**src/rtl/day_11_load_scheduler.sv**
```systemverilog
// Preset scheduler: buffers up to 4 reload values and strobes one into a loadable counter on terminal count.
// Latency: terminal match sampled at edge N -> load_o/load_val_o valid between edges N and N+1; miss_o likewise.
// Backpressure: val_ready_o drops when 4 presets are buffered; offers made while full are not taken.
module day_11_load_scheduler (
  input  logic       clk,
  input  logic       reset,
  input  logic       val_valid_i,
  input  logic [3:0] val_i,
  output logic       val_ready_o,
  input  logic [3:0] count_i,
  input  logic [3:0] term_i,
  output logic       load_o,
  output logic [3:0] load_val_o,
  output logic [2:0] level_o,
  output logic       miss_o,
  output logic [3:0] miss_cnt_o
);

  typedef enum logic [1:0] {
    IDLE  = 2'd0,
    ARMED = 2'd1,
    LOAD  = 2'd2
  } state_t;

  state_t     state_q, state_d;
  logic [3:0] mem_q [4];
  logic [3:0] mem_d [4];
  logic [1:0] wr_ptr_q, wr_ptr_d;
  logic [1:0] rd_ptr_q, rd_ptr_d;
  logic [2:0] level_q, level_d;
  logic [3:0] load_val_q, load_val_d;
  logic       miss_q, miss_d;
  logic [3:0] miss_cnt_q, miss_cnt_d;

  logic       match;
  logic       push;
  logic       pop;

  // Ready depends only on the registered level, so a pop on the same edge never frees a slot early.
  assign val_ready_o = (level_q < 3'd4);
  assign match       = (count_i == term_i);
  assign push        = val_valid_i && val_ready_o;
  // Only ARMED pops; a match during LOAD is deliberately ignored.
  assign pop         = (state_q == ARMED) && match;

  assign load_o      = (state_q == LOAD);
  assign load_val_o  = load_val_q;
  assign level_o     = level_q;
  assign miss_o      = miss_q;
  assign miss_cnt_o  = miss_cnt_q;

  // FIFO storage, wrapping 2-bit pointers and occupancy; push and pop on one edge leave level unchanged.
  always_comb begin
    mem_d    = mem_q;
    wr_ptr_d = wr_ptr_q;
    rd_ptr_d = rd_ptr_q;
    level_d  = level_q;
    if (push) begin
      mem_d[wr_ptr_q] = val_i;
      wr_ptr_d        = wr_ptr_q + 2'd1;
    end
    if (pop) begin
      rd_ptr_d = rd_ptr_q + 2'd1;
    end
    if (push && !pop) begin
      level_d = level_q + 3'd1;
    end else if (pop && !push) begin
      level_d = level_q - 3'd1;
    end
  end

  // Scheduler FSM next state plus the registered load value and miss bookkeeping.
  always_comb begin
    state_d    = state_q;
    load_val_d = load_val_q;
    miss_d     = 1'b0;
    miss_cnt_d = miss_cnt_q;
    case (state_q)
      IDLE: begin
        // FIFO was empty when sampled, so a match here is a miss even if a push lands this edge.
        if (match) begin
          miss_d = 1'b1;
          if (miss_cnt_q != 4'hF) begin
            miss_cnt_d = miss_cnt_q + 4'd1;
          end
        end
        if (level_d != 3'd0) begin
          state_d = ARMED;
        end
      end
      ARMED: begin
        if (match) begin
          load_val_d = mem_q[rd_ptr_q];
          state_d    = LOAD;
        end
      end
      LOAD: begin
        // Use the updated level so a push during the strobe cycle keeps us armed.
        state_d = (level_d != 3'd0) ? ARMED : IDLE;
      end
      default: begin
        state_d = IDLE;
      end
    endcase
  end

  // State registers; reset clears everything asynchronously, including buffered presets.
  always_ff @(posedge clk or negedge reset) begin
    if (!reset) begin
      state_q    <= IDLE;
      mem_q      <= '{default: 4'h0};
      wr_ptr_q   <= 2'd0;
      rd_ptr_q   <= 2'd0;
      level_q    <= 3'd0;
      load_val_q <= 4'h0;
      miss_q     <= 1'b0;
      miss_cnt_q <= 4'h0;
    end else begin
      state_q    <= state_d;
      mem_q      <= mem_d;
      wr_ptr_q   <= wr_ptr_d;
      rd_ptr_q   <= rd_ptr_d;
      level_q    <= level_d;
      load_val_q <= load_val_d;
      miss_q     <= miss_d;
      miss_cnt_q <= miss_cnt_d;
    end
  end

endmodule
```
**config.mk**
```make
export PLATFORM = sky130hd
export DESIGN_NAME = day_11_load_scheduler
export DESIGN_NICKNAME = d
export VERILOG_FILES = /design/src/rtl/day_11_load_scheduler.sv
export SDC_FILE = /design/constraint.sdc
export NUM_CORES = 1
export LEC_CHECK = 0
export ABC_AREA = 1
export BUFFER_PORTS_ARGS = -buffer_cell sky130_fd_sc_hd__buf_4
export CELL_PAD_IN_SITES_DETAIL_PLACEMENT = 1
export CELL_PAD_IN_SITES_GLOBAL_PLACEMENT = 2
export CORE_AREA = 2 2 93 59
export DETAILED_ROUTE_END_ITERATION = 10
export DIE_AREA = 0 0 95 61
export PLACE_DENSITY = 0.83
export SLEW_MARGIN = 10
export SYNTH_ARGS = -nofsm -noshare
export SYNTH_HDL_FRONTEND = slang
export SYNTH_SLANG_ARGS = --single-unit
export TNS_END_PERCENT = 20
```
**constraint.sdc**
```tcl
create_clock -name clk -period 4.1 [get_ports clk]
set_input_delay 0.615 -clock clk [delete_from_list [all_inputs] [get_ports clk]]
set_output_delay 0.615 -clock clk [all_outputs]
set_load 0.03 [all_outputs]
```
==> flow_summary.ini <==
[outcome]
status = finished clean

[sta]
worstMarginPinSlew_ns = 0.433
layout_min_cycle_time_ns = 1.77
fmax_ghz = 0.565
timing.hold.ws_ns = 0.261
setup_viol = 0
rsz0062_at_grt = no
period_share = 0.431
hold_violations = 0
drv_slew = 0
finClkSkew_ns = 0.00732
fin_setup_tns_ns = 0
relSlewSlack = 0.711

[die]
die_x_um = 95
core.rowCount = 20
die_y_um = 61
core_mm2 = 0.00493
start_util = 0.344
die-area_mm2 = 0.00580
pin_count = 29

[global_routing]
grt_pass1_wl_um = 6880
grt_overflow = 0
antenna_found_initial = 0
grt_max_degree = 35
grtUsageTotal = 0.163
grt_pass1_vias = 1406

[critical_path]
cp.arrival_ns = 1.95
cp_max_fo = 10
endpoint_kind = register
cp_data_required_time_ns = 4.28
worstSetupStartpointType = input port
crit_type = input port to register

[place]
port-buffer-count = 28
hpwl_um = 2990
place_congestion = 0.783
post-place-cells = 295

[layout]
final_common_cell = nand2_1
num-nets-final = 258
mostFrequentLayoutCells = nand2_1 (59), dfrtp_1 (34), buf_4 (28), inv_1 (27), o21ai_0 (21)
diodes = 0
post-route-util = 0.420
area_growth_pct = 22.2
drive_gt1_frac = 0.194
finalNonFillerCells = 303

[routing]
vias = 1377
firstDrtPassIters = 4
wire_per_inst_um = 12.8
routed_via_density = 4.54
route.met2.wl_um = 1480
highest_layer = met4
ant_nets = 0
drtIter0Drc = 54
wirelength_um = 3890
wl_met1_um = 2150
drc_errors = 0
wl_met3_um = 206

[logic_synthesis]
muxShareOfSynthArea = 0.00886
synthAdderAreaFrac = 0.0517
synthXorXnorAreaFrac = 0.0310
synthTopCellsByArea = dfrtp_1 (50%), nand2_1 (13%), o21ai_0 (6.2%)
ys_seq_area_frac = 0.502
netlist-cell-type-count = 20
syn_area_per_cell_um2 = 8.35
mappedNetlistArea_mm2 = 0.00169
yosys_register_bits = 34
synth_cells = 203
synthSimpleGateAreaFrac = 0.255
synth.top_cell.area_share = 0.502
yosys_warnings = 0
synth_top_family_by_area = simple AND/OR/NAND/NOR gates
synth_top_cell_by_area = dfrtp_1
synth_compound_gate_area_share = 0.0827
syn_nets = 225

[clock_network]
clockBufferDepth = 2
cts_setup_buffers = 0
path_clk_slew_ns = 0.07
cts-root-buf = clkbuf_8
clk_latency_ns = 0.29
cts_resized = 0
cts_tree = built
htreeDepth = 2
cts.sinks = 34
cts_buffers = 5
holdBufCountCts = 0

[run]
max_cap_viol_count = 0

[power]
ir_worst_vdd_mv = 0.355
leakage_nw = 1.11
power_density_mw_per_mm2 = 715

[min_path]
hp-class = input port to asynchronous set/reset pin
## cell families after synthesis
kind of cell	count (synthesis)
AOI/OAI and AO/OA	25
xor gates and xnor gates	6
adders and majority gates	7
buffers and inverters	31
DFF	34
muxes	1
and+or+nand+nor	99
## synthesized netlist by cell type
cell and instances:
nor2_2 2, mux2_4 1, ha_1 7, nor2_1 20, nor2_4 1, nor3_4 1
dfrtp_1 34, inv_1 27, clkbuf_1 2, or2_2 1, o32ai_1 4, nand4_1 3
xnor2_1 2, xor2_1 4, o21ai_0 21, nand2_1 59, nand2_2 4, nand3_2 1
nand3_1 7, clkinv_1 2
## stage by stage
step                      total power [mW]  instance area [um2]  worst slack, ns
after global routing                  1.62                 2070             2.14
after floorplan                       1.01                 1690             2.41
after CTS                             1.50                 2070             2.33
final                                 1.48                 2070             2.33
after global placement                1.22                 1980             2.09
after detailed placement              1.24                 1980             2.04
## state kept, by name (all words and copies together), names as in the netlist
signal / count
rd_ptr_q: 2
wr_ptr_q: 2
state_q: 2
level_o: 3
miss_cnt_o: 4
load_val_o: 4
mem_q: 16
miss_o: 1
## power by group
group / total (mW) / switching (mW) / internal (mW)
Sequential: 0.614 / 0.130 / 0.484
Combinational: 0.611 / 0.378 / 0.234
Clock: 0.255 / 0.120 / 0.135
## routing by layer
metal  up-vias  GRT usage
met5         -          0
met1       638      0.247
met4         0     0.0559
li1        702          -
met3         8     0.0484
met2        29      0.221
## path summary, 6_finish.rpt
kind / start / end / slack (ns) / depth (start not counted)
min in group clk: load_val_o[1] / load_val_o[1] / 0.49 / 2
hold / removal: reset / mem_q[10] / 0.26 / 1
setup / recovery: term_i[2] / state_q[0] / 2.33 / 11
setup reg to reg: state_q[0] / state_q[0] / 2.41 / 9
max in group asynchronous: reset / wr_ptr_q[0] / 3.52 / 1
hold reg to reg: load_val_o[1] / load_val_o[1] / 0.49 / 2
## critical path, stage by stage
cell	delay, ns
buf_4	0.11
nand2_1	0.06
nand2_1	0.08
nor2_2	0.21
nand3_2	0.25
nand3_1	0.15
nand2_1	0.06
nor2_1	0.18
nand3_1	0.12
nand2_1	0.07
nand2_1	0.04
## cell type report
class	instances	area (um2)
sequential	34	851
fill	599	2860
clock inverter	1	5.00
timing repair buffer	28	210
clock buffer	7	86.3
inverter	29	109
multi-input combinational	138	727
tap	66	82.6
Note: power is estimated with default switching activity, not from simulation.
